### config.mk
export PLATFORM = sky130hd
export DESIGN_NAME = grant_scheduler_flat
export DESIGN_NICKNAME = d
export VERILOG_FILES = /design/src/rtl/grant_scheduler_pkg.sv /design/src/rtl/grant_scheduler_if.sv /design/src/rtl/grant_scheduler_rr_pick.sv /design/src/rtl/grant_scheduler.sv /design/src/flat_wrapper.sv
export SDC_FILE = /design/constraint.sdc
export NUM_CORES = 1
export LEC_CHECK = 0
export CORE_ASPECT_RATIO = 0.5
export CORE_MARGIN = 3
export CORE_UTILIZATION = 61
export CTS_CLUSTER_SIZE = 8
export DETAILED_ROUTE_END_ITERATION = 8
export HOLD_SLACK_MARGIN = 0.05
export PLACE_DENSITY_LB_ADDON = 0.25
export SLEW_MARGIN = 15
export SYNTH_ARGS = -nofsm -noshare
export SYNTH_HDL_FRONTEND = slang
export SYNTH_SLANG_ARGS = --single-unit
### constraint.sdc
create_clock -name clk -period 10.4 [get_ports clk]
set_input_delay 1.56 -clock clk [delete_from_list [all_inputs] [get_ports clk]]
set_output_delay 1.56 -clock clk [all_outputs]
set_load 0.005 [all_outputs]
### src/rtl/grant_scheduler_pkg.sv
// -----------------------------------------------------------------------------
// grant_scheduler_pkg
// Shared definitions for the round-robin grant scheduler:
//   - state_e     : arbiter FSM states (IDLE, BUSY, RELEASE)
//   - IDX_W/VEC_W : width of the binary grant index and of the request vector
//   - CNT_W       : width of the saturating hold counter
//   - valid_mask  : mask of the requester bits that take part in arbitration
// -----------------------------------------------------------------------------
package grant_scheduler_pkg;

  localparam int IDX_W = 4;
  localparam int VEC_W = 16;
  localparam int CNT_W = 8;

  typedef enum logic [1:0] {
    IDLE    = 2'd0,
    BUSY    = 2'd1,
    RELEASE = 2'd2
  } state_e;

  // Bits 0..n-1 set; requesters at index n and above never compete.
  function automatic logic [VEC_W-1:0] valid_mask(input int n);
    logic [VEC_W-1:0] m;
    m = '0;
    for (int i = 0; i < VEC_W; i++) begin
      if (i < n) m[i] = 1'b1;
    end
    return m;
  endfunction

endpackage

### src/rtl/grant_scheduler_if.sv
// -----------------------------------------------------------------------------
// grant_scheduler_if
// Request/grant bundle between the requesting blocks and the scheduler.
//   enable    : requester side -> scheduler, allows new grants
//   req       : per-requester request levels
//   done      : single-cycle release pulse from the current owner
//   gnt       : one-hot grant
//   gnt_idx   : binary index of the granted requester
//   gnt_valid : a grant is held
//   timeout   : one-cycle pulse when a grant is force-released
//   hold_cnt  : cycles the current grant has been held (saturating)
// modport master : requester side; modport slave : scheduler side.
// -----------------------------------------------------------------------------
interface grant_scheduler_if;
  import grant_scheduler_pkg::*;

  logic             enable;
  logic [VEC_W-1:0] req;
  logic             done;
  logic [VEC_W-1:0] gnt;
  logic [IDX_W-1:0] gnt_idx;
  logic             gnt_valid;
  logic             timeout;
  logic [CNT_W-1:0] hold_cnt;

  modport master (
    output enable, req, done,
    input  gnt, gnt_idx, gnt_valid, timeout, hold_cnt
  );

  modport slave (
    input  enable, req, done,
    output gnt, gnt_idx, gnt_valid, timeout, hold_cnt
  );

endinterface

### src/rtl/grant_scheduler_rr_pick.sv
// -----------------------------------------------------------------------------
// grant_scheduler_rr_pick
// Purely combinational rotate-priority picker.
//   req      : raw request vector (bits >= N are masked off here)
//   ptr      : index where the upward search starts (always < N)
//   pick_oh  : one-hot winner, zero when nothing is requested
//   pick_idx : binary index of the winner
//   any      : at least one eligible request
// The masked vector is rotated right by ptr so the search start lands on
// bit 0, the lowest set bit is isolated, and the result is rotated back.
// Rotating over the full 16-bit ring is equivalent to wrapping at N-1
// because every bit at N and above is already cleared by the mask.
// -----------------------------------------------------------------------------
module grant_scheduler_rr_pick
  import grant_scheduler_pkg::*;
#(
  parameter int N = 10
) (
  input  logic [VEC_W-1:0] req,
  input  logic [IDX_W-1:0] ptr,
  output logic [VEC_W-1:0] pick_oh,
  output logic [IDX_W-1:0] pick_idx,
  output logic             any
);

  logic [VEC_W-1:0] masked;
  logic [VEC_W-1:0] rot;
  logic [VEC_W-1:0] low;
  logic [IDX_W-1:0] off;

  assign masked = req & valid_mask(N);
  assign any    = |masked;

  genvar gi;
  generate
    for (gi = 0; gi < VEC_W; gi++) begin : g_rotate
      logic [IDX_W-1:0] src_fwd;
      logic [IDX_W-1:0] src_back;
      // Index arithmetic wraps modulo 16 through the 4-bit width.
      assign src_fwd     = IDX_W'(gi) + ptr;
      assign src_back    = IDX_W'(gi) - ptr;
      assign rot[gi]     = masked[src_fwd];
      assign pick_oh[gi] = low[src_back];
    end
  endgenerate

  // Two's-complement trick isolates the lowest set bit of the rotated vector.
  assign low = rot & (~rot + VEC_W'(1));

  // Descending scan so the final assignment is the lowest set bit.
  always_comb begin
    off = '0;
    for (int i = VEC_W - 1; i >= 0; i--) begin
      if (rot[i]) off = IDX_W'(i);
    end
  end

  assign pick_idx = off + ptr;

endmodule

### src/rtl/grant_scheduler.sv
// -----------------------------------------------------------------------------
// grant_scheduler
// Round-robin arbiter sharing one 16-way resource between up to N requesters.
// Holds a single registered grant until the owner releases it (done pulse or
// dropping its own req bit) or, when MAX_HOLD is non-zero, until the hold
// limit expires, in which case timeout pulses for one cycle.
// Ports:
//   clk   : system clock, all state changes on the rising edge
//   reset : synchronous, active-high; clears every output on the next edge
//   bus   : grant_scheduler_if.slave (enable/req/done in, grant outputs out)
// Every output comes straight from a flop; no input reaches an output
// combinationally.
// -----------------------------------------------------------------------------
module grant_scheduler
  import grant_scheduler_pkg::*;
#(
  parameter int N        = 10,
  parameter int MAX_HOLD = 64
) (
  input  logic               clk,
  input  logic               reset,
  grant_scheduler_if.slave   bus
);

  state_e           state_q,     state_d;
  logic [IDX_W-1:0] ptr_q,       ptr_d;
  logic [VEC_W-1:0] gnt_q,       gnt_d;
  logic [IDX_W-1:0] gnt_idx_q,   gnt_idx_d;
  logic             gnt_valid_q, gnt_valid_d;
  logic             timeout_q,   timeout_d;
  logic [CNT_W-1:0] hold_cnt_q,  hold_cnt_d;

  logic [VEC_W-1:0] pick_oh;
  logic [IDX_W-1:0] pick_idx;
  logic             pick_any;
  logic             grant_try;
  logic             owner_gone;
  logic             expire;

  grant_scheduler_rr_pick #(
    .N (N)
  ) u_rr_pick (
    .req      (bus.req),
    .ptr      (ptr_q),
    .pick_oh  (pick_oh),
    .pick_idx (pick_idx),
    .any      (pick_any)
  );

  always_comb begin
    state_d     = state_q;
    ptr_d       = ptr_q;
    gnt_d       = gnt_q;
    gnt_idx_d   = gnt_idx_q;
    gnt_valid_d = gnt_valid_q;
    timeout_d   = 1'b0;
    hold_cnt_d  = hold_cnt_q;
    grant_try   = 1'b0;
    owner_gone  = 1'b0;
    expire      = 1'b0;

    case (state_q)
      IDLE: begin
        grant_try = 1'b1;
      end

      BUSY: begin
        hold_cnt_d = (hold_cnt_q == {CNT_W{1'b1}}) ? hold_cnt_q
                                                   : hold_cnt_q + CNT_W'(1);
        // A dropped owner request is an implicit release.
        owner_gone = bus.done || ((bus.req & gnt_q) == '0);
        expire     = (MAX_HOLD != 0) && (int'(hold_cnt_q) == MAX_HOLD - 1);
        if (owner_gone || expire) begin
          state_d     = RELEASE;
          gnt_d       = '0;
          gnt_idx_d   = '0;
          gnt_valid_d = 1'b0;
          hold_cnt_d  = '0;
          // A voluntary release in the expiry cycle is not a timeout.
          timeout_d   = expire && !owner_gone;
          ptr_d       = (gnt_idx_q == IDX_W'(N - 1)) ? '0
                                                     : gnt_idx_q + IDX_W'(1);
        end
      end

      RELEASE: begin
        // The dead cycle is already on the outputs; arbitrating here lets the
        // next grant appear one edge after the release, giving the
        // grant/done/dead three-cycle cadence.
        state_d   = IDLE;
        grant_try = 1'b1;
      end

      default: begin
        state_d = IDLE;
      end
    endcase

    if (grant_try && bus.enable && pick_any) begin
      state_d     = BUSY;
      gnt_d       = pick_oh;
      gnt_idx_d   = pick_idx;
      gnt_valid_d = 1'b1;
      hold_cnt_d  = '0;
    end
  end

  always_ff @(posedge clk) begin
    if (reset) begin
      state_q     <= IDLE;
      ptr_q       <= '0;
      gnt_q       <= '0;
      gnt_idx_q   <= '0;
      gnt_valid_q <= 1'b0;
      timeout_q   <= 1'b0;
      hold_cnt_q  <= '0;
    end else begin
      state_q     <= state_d;
      ptr_q       <= ptr_d;
      gnt_q       <= gnt_d;
      gnt_idx_q   <= gnt_idx_d;
      gnt_valid_q <= gnt_valid_d;
      timeout_q   <= timeout_d;
      hold_cnt_q  <= hold_cnt_d;
    end
  end

  assign bus.gnt       = gnt_q;
  assign bus.gnt_idx   = gnt_idx_q;
  assign bus.gnt_valid = gnt_valid_q;
  assign bus.timeout   = timeout_q;
  assign bus.hold_cnt  = hold_cnt_q;

endmodule
### src/flat_wrapper.sv
// flat-port wrapper written by rule: the top's interface ports become plain ports
module grant_scheduler_flat import grant_scheduler_pkg::*;
#(
  parameter int N        = 10,
  parameter int MAX_HOLD = 64
)
  (clk, reset, bus_enable, bus_req, bus_done, bus_gnt, bus_gnt_idx, bus_gnt_valid, bus_timeout, bus_hold_cnt);
  grant_scheduler_if bus_i ();
  input  logic clk;
  input  logic reset;
  input wire logic [$bits(bus_i.enable)-1:0] bus_enable;
  input wire logic [$bits(bus_i.req)-1:0] bus_req;
  input wire logic [$bits(bus_i.done)-1:0] bus_done;
  output wire logic [$bits(bus_i.gnt)-1:0] bus_gnt;
  output wire logic [$bits(bus_i.gnt_idx)-1:0] bus_gnt_idx;
  output wire logic [$bits(bus_i.gnt_valid)-1:0] bus_gnt_valid;
  output wire logic [$bits(bus_i.timeout)-1:0] bus_timeout;
  output wire logic [$bits(bus_i.hold_cnt)-1:0] bus_hold_cnt;
  assign bus_i.enable = bus_enable;
  assign bus_i.req = bus_req;
  assign bus_i.done = bus_done;
  assign bus_gnt = bus_i.gnt;
  assign bus_gnt_idx = bus_i.gnt_idx;
  assign bus_gnt_valid = bus_i.gnt_valid;
  assign bus_timeout = bus_i.timeout;
  assign bus_hold_cnt = bus_i.hold_cnt;
  grant_scheduler #(.N(N), .MAX_HOLD(MAX_HOLD)) u_core (.clk(clk), .reset(reset), .bus(bus_i));
endmodule
==> flow_summary.ini, run 1 <==
[final_layout]
final_nets = 567
final_cells = 619
final_core_utilization_pct = 78.4
regArea_um2 = 722
fillers = 415
drive_above_1_share_pct = 7.10
antenna_cells = 0
final_cell_mix = 49 x clkdlybuf4s50_1, 40 x nor2_1, 38 x nand2_1, 35 x dfxtp_1, 29 x a21oi_1
syn_to_final_growth_pct = 16.8
final_common_cell = clkdlybuf4s50_1
multi_input_area_mm2 = 0.00301

[clock_tree]
cts_root_buf = clkbuf_16
cts.clk_slew.worst_paths_ns = 0.05
cts_tree = done
cts_sinks = 36
postCtsSetupRepairBufs = 0
htreeDepth = 2
cts_buffer_depth = 2
cts_made_buffers = 5
post_cts_resized = 0
ctsHoldBuffers = 0
clock_latency_ns = 0.28

[yosys]
seq_area_frac_synth_pct = 18.4
synth_area_leader_cell = dfxtp_1
netlist_area_mm2 = 0.00391
ys_ff_latch = 36
synthCells = 505
synth_edf_count = 0
synthTopCellsByArea = dfxtp_1 18%, xnor2_1 5.2%, ha_1 3.8%
yosys_warnings = 0
syn-num-nets = 538
synth.distinct_cells = 69
ys.flop_type = dfxtp_1
netlist.area_leader.share_pct = 18.4
async_flop_share_pct = 0
synth_area_per_cell_um2 = 7.74

[critical_path]
crit_end = u_core.bus.gnt_idx[3]$_SDFFE_PP0P_
reg2reg_depth = 15
start_kind = flop
r2r_slack_ns = 5.06
r2r_end = u_core.bus.gnt_idx[3]$_SDFFE_PP0P_
crit_cells = 15
crit_fanout = 46
critPathRequiredTime_ns = 10.56
rr_startpoint = u_core.ptr_q[0]$_SDFFE_PP0P_
crit_slowest_cell = ha_1
cpLargestDelayFamily = compound AO/OA/AOI/OAI gates
critPathArrivalTime_ns = 5.49
critPathKind = reg -> reg
crit_start = u_core.ptr_q[0]$_SDFFE_PP0P_
path_buf_inv = 2
crit_path_cell_trace = buf_4, inv_1, ha_1, mux4_2, o221ai_1, a21oi_1, or2_0, o21ba_2, o21a_1, ha_1, a21o_1, a21oi_1, xnor2_1, xnor2_1, o21ai_0
max_stage_delay_ns = 0.98
cp-end-kind = flop

[pwr]
p_per_area_mw_per_mm2 = 184
p_total_w = 0.000842
ir_drop_mv = 0.139
power_leakage_nw = 1.59

[sta]
finalCritPeriodShare_pct = 51.3
finalSetupViolCount = 0
maxSlewHeadroom_pct = 21.8
holdWs_ns = 0.478
tightest_slew_ns = 1.17
fin_worst_skew_ns = 0.00371
timing.final.hold_violations = 0
fin_setup_tns_ns = 0
fin_crit_ns = 5.34
fmaxAchievable_ghz = 0.187
slew_viol_final = 0
rsz0062_at_grt = no

[floorplan]
std_cell_rows = 19
die_area_mm2 = 0.00746
fp.coreArea_mm2 = 0.00582
fp.dieW_um = 119
initial_utilization_pct = 67.1
die_y_um = 62.6
io_pins = 50

[placement]
dpl.hpwl_mm = 10.3
numPlacedInstances = 611
port_buffers = 49
routabilityCongestion = 1.04

[route]
num_vias = 4567
first_pass_iters = 6
via_per_inst = 7.38
post_drt_wl_per_cell_um = 22.2
ant_nets = 0
wirelength_mm = 13.7
drtIter0Drc = 694
drc = 0

[grt]
antenna_found_initial = 0
grt_pass1_vias = 3843
grt_max_degree = 47
grt_pass1_wl_mm = 21.2
grt_usage_pct = 35.3
grt.overflow.total = 0

[min_path]
hold_class = reg -> reg

[status]
outcome = completed

[run]
drv_cap = 0
==> cells in the mapped netlist (all sizes together) (3+ instances only) <==
| library cell | number |
|---|---|
| and2 | 3 |
| or3 | 6 |
| or2 | 4 |
| nand3 | 26 |
| a22o | 4 |
| clkbuf | 21 |
| a311oi | 6 |
| mux2i | 15 |
| o221ai | 6 |
| ha | 12 |
| a21boi | 4 |
| and3 | 3 |
| a21o | 4 |
| a211o | 7 |
| a21oi | 29 |
| a31oi | 14 |
| xnor2 | 23 |
| inv | 8 |
| o22ai | 3 |
| o211a | 3 |
| nand2 | 39 |
| dfxtp | 36 |
| nand2b | 9 |
| a221oi | 8 |
| buf | 11 |
| o31a | 3 |
| mux4 | 6 |
| nor2 | 40 |
| nor4 | 8 |
| mux2 | 11 |
| o211ai | 16 |
| o311ai | 6 |
| o31ai | 9 |
| nor3 | 18 |
| nand4 | 6 |
| a211oi | 4 |
| xor2 | 12 |
| o21ai | 23 |
| a22oi | 6 |
| nor2b | 9 |
==> logic make-up after synthesis <==
group / Yosys count / share of synthesized area, %
flops: 36 / 18.4
compound gates: 165 / 30.0
fa+ha+maj: 13 / 4.35
simple gates: 183 / 24.1
xor+xnor: 35 / 7.84
mux: 32 / 10.8
buf+inv: 41 / 4.51
==> stage by stage <==
step	worst slack, ns	area, um^2
after floorplan	5.91	3910
after global placement	5.27	4400
after detailed placement	5.25	4400
after CTS	5.25	4570
after global routing	4.81	4570
final	5.06	4570
==> state kept, by name, indices dropped and copies added, names as in the netlist <==
register	flops
u_core.bus.timeout	1
u_core.state_q	2
u_core.ptr_q	4
u_core.bus.gnt_idx	4
u_core.bus.gnt_valid	1
u_core.bus.hold_cnt	8
u_core.bus.gnt	16
==> worst min-delay path, stage by stage, from the launching register on <==
cell     delay [ns]
dfxtp_1        0.32
nand2_1        0.06
o31ai_1        0.05
==> power breakdown <==
group | switching, W | leakage (nW) | internal, W
logic | 0.000317 | 1.21 | 0.000184
registers | 0.0000206 | 0.293 | 0.000154
clock network | 0.0000547 | 0.0808 | 0.000113
total | 0.000392 | 1.59 | 0.000450
==> worst min path at each step <==
stage,to,depth (start not counted),startpoint
2_1_floorplan,u_core.bus.gnt[8]$_SDFFE_PP0P_,2,u_core.bus.gnt[8]$_SDFFE_PP0P_
3_3_place_gp,u_core.bus.gnt_valid$_SDFFE_PP0P_,2,u_core.bus.gnt_valid$_SDFFE_PP0P_
3_5_place_dp,u_core.bus.gnt[1]$_SDFFE_PP0P_,2,u_core.bus.gnt[1]$_SDFFE_PP0P_
4_1_cts,u_core.bus.gnt[1]$_SDFFE_PP0P_,2,u_core.bus.gnt[1]$_SDFFE_PP0P_
5_1_grt,u_core.bus.gnt[1]$_SDFFE_PP0P_,2,u_core.bus.gnt[1]$_SDFFE_PP0P_
6_report,u_core.bus.gnt[1]$_SDFFE_PP0P_,2,u_core.bus.gnt[1]$_SDFFE_PP0P_
==> layer usage <==
| metal | wire (um) | up-vias | part of all wire [%] | GRT usage (%) |
|---|---|---|---|---|
| met3 | 2300 | 56 | 17 | 8.77 |
| met5 | 36 | - | 0.26 | 4.17 |
| met4 | 350 | 2 | 2.6 | 7.22 |
| li1 | - | 2012 | - | - |
| met2 | 5520 | 382 | 40 | 50.7 |
| met1 | 5510 | 2115 | 40 | 52.6 |
==> layout make-up <==
type,count,area share [%]
timing repair buffer,54,11.6
tap,84,2.30
multi-input combinational,428,66.0
inverter,9,0.740
clock inverter,2,0.767
clock buffer,6,2.82
sequential,36,15.8
Note: power is estimated with default switching activity, not from simulation.
==> run 2, diff against run 1 <==
- CORE_UTILIZATION: 61 -> 52
- clock period: 10.4 -> 4.9 ns (I/O delays scaled with it)
==> run 2 against run 1 <==
Net effect:
- cell count increased by 3.2%
- setup slack got worse by 4.5 ns
- largest cell class unchanged
- cell area rose by 2.3%
- sequential cell count stayed put
- clock-buffer cell count unchanged
- critical path type unchanged
- highest routed layer is now met4
- via count decreased by 3.2%
==> flow_summary.ini, run 2 (synthesized netlist as in run 1, its figures left out) <==
[status]
outcome = completed

[clock_tree]
cts_sinks = 36
post_cts_resized = 0
cts.clk_slew.worst_paths_ns = 0.05
cts_tree = done
htreeDepth = 2
postCtsSetupRepairBufs = 0
cts_root_buf = clkbuf_16
cts_buffer_depth = 2
clock_latency_ns = 0.28
ctsHoldBuffers = 0
cts_made_buffers = 5

[route]
drtIter0Drc = 604
ant_nets = 0
num_vias = 4421
drc = 0
first_pass_iters = 6
wirelength_mm = 13.7
via_per_inst = 6.92
post_drt_wl_per_cell_um = 21.4

[critical_path]
crit_fanout = 14
crit_slowest_cell = ha_1
crit_path_cell_trace = clkinv_1, buf_4, ha_1, mux4_2, mux2i_1, mux2i_1, nand4b_1, nand2b_1, a21oi_1, o21ba_2, o21a_1, ha_1, a21o_1, a21oi_1, xnor2_1, xnor2_1, o21ai_0
crit_cells = 17
critPathRequiredTime_ns = 5.05
max_stage_delay_ns = 0.57
r2r_slack_ns = 0.58
cp-end-kind = flop
start_kind = flop
rr_startpoint = u_core.ptr_q[1]$_SDFFE_PP0P_
critPathKind = reg -> reg
critPathArrivalTime_ns = 4.47
r2r_end = u_core.bus.gnt_idx[3]$_SDFFE_PP0P_
reg2reg_depth = 17
path_buf_inv = 2
cpLargestDelayFamily = compound AO/OA/AOI/OAI gates

[min_path]
hold_end = u_core.bus.gnt_valid$_SDFFE_PP0P_
worstHoldPathCells = 2
min_from = u_core.bus.gnt_valid$_SDFFE_PP0P_
hold_class = reg -> reg

[final_layout]
fillers = 608
final_cells = 639
drive_above_1_share_pct = 9.32
final_nets = 579
largest_register_ffs = 16
syn_to_final_growth_pct = 19.4
antenna_cells = 0
final_common_cell = clkdlybuf4s50_1
final_cell_mix = 49 x clkdlybuf4s50_1, 40 x nor2_1, 38 x nand2_1, 35 x dfxtp_1, 29 x a21oi_1

[floorplan]
fp.dieW_um = 129
std_cell_rows = 21
die_area_mm2 = 0.00866
io_pins = 50
fp.coreArea_mm2 = 0.00699
initial_utilization_pct = 55.9
die_y_um = 67.3

[placement]
routabilityCongestion = 1.08
numPlacedInstances = 631
dp_worst_setup_slack_ns = 0.590
port_buffers = 49
dpl.hpwl_mm = 10.3

[sta]
maxSlewHeadroom_pct = 42.9
fmaxAchievable_ghz = 0.232
finalCritPeriodShare_pct = 88.1
rsz0062_at_grt = no
tightest_slew_ns = 0.840
fin_crit_ns = 4.32
worst_slack_ns = 0.583
fin_worst_skew_ns = 0.00386
holdWs_ns = 0.507
fin_setup_tns_ns = 0
finalSetupViolCount = 0
timing.final.hold_violations = 0
slew_viol_final = 0

[pwr]
p_per_area_mw_per_mm2 = 388
ir_drop_mv = 0.171
power_leakage_nw = 1.65

[grt]
grt_usage_pct = 31.7
antenna_found_initial = 0
grt_pass1_vias = 3913
grt.overflow.total = 0
grt_max_degree = 46
grt_pass1_wl_mm = 21.1

[run]
drv_cap = 0
-- run 2: worst max-delay path by stage --
stage	from	end	slack, ns
after floorplan	u_core.ptr_q[0]$_SDFFE_PP0P_	u_core.bus.gnt_idx[3]$_SDFFE_PP0P_	0.41
after global placement	bus_req[3]	u_core.bus.gnt_idx[3]$_SDFFE_PP0P_	0.66
after detailed placement	bus_req[3]	u_core.bus.gnt_idx[3]$_SDFFE_PP0P_	0.59
after CTS	u_core.ptr_q[1]$_SDFFE_PP0P_	u_core.bus.gnt_idx[3]$_SDFFE_PP0P_	0.69
after global routing	u_core.ptr_q[1]$_SDFFE_PP0P_	u_core.bus.gnt_idx[3]$_SDFFE_PP0P_	0.28
final	u_core.ptr_q[1]$_SDFFE_PP0P_	u_core.bus.gnt_idx[3]$_SDFFE_PP0P_	0.58
-- run 2: tightest hold or removal path, cell delays in order, from the launching register on --
cell	delay [ns]
dfxtp_1	0.33
a21oi_1	0.06
nor2_1	0.08
-- run 2: final cells by class --
type | count | area, um^2 | share of cell area (%)
Clock inverter | 2 | 35.0 | 0.750
Sequential cell | 36 | 722 | 15.5
Multi-Input combinational cell | 428 | 3020 | 64.6
Timing Repair Buffer | 66 | 618 | 13.2
Tap cell | 92 | 115 | 2.47
Clock buffer | 6 | 129 | 2.76
Inverter | 9 | 33.8 | 0.723
-- run 2: metal layers --
| metal | vias to the layer above | track usage [%] | wire length, um |
|---|---|---|---|
| met2 | 315 | 46.7 | 5440 |
| met5 | - | 0 | 0 |
| li1 | 2027 | - | - |
| met4 | 0 | 10.6 | 378 |
| met1 | 2045 | 42.9 | 5860 |
| met3 | 34 | 11.8 | 1990 |
-- run 2: through the flow --
step	cell area (um^2)	util [%]	total power [W]
after CTS	4670	66.8	0.00176
after detailed placement	4500	64.4	0.00141
final	4670	66.8	0.00181
after global routing	4670	66.8	0.00190
after floorplan	3910	-	0.00109
after global placement	4500	64.4	0.00140
-- run 2: power by group --
group          switching (W)  internal (W)
logic               0.000678      0.000412
registers          0.0000412      0.000326
clock network       0.000114      0.000239
total               0.000833      0.000977
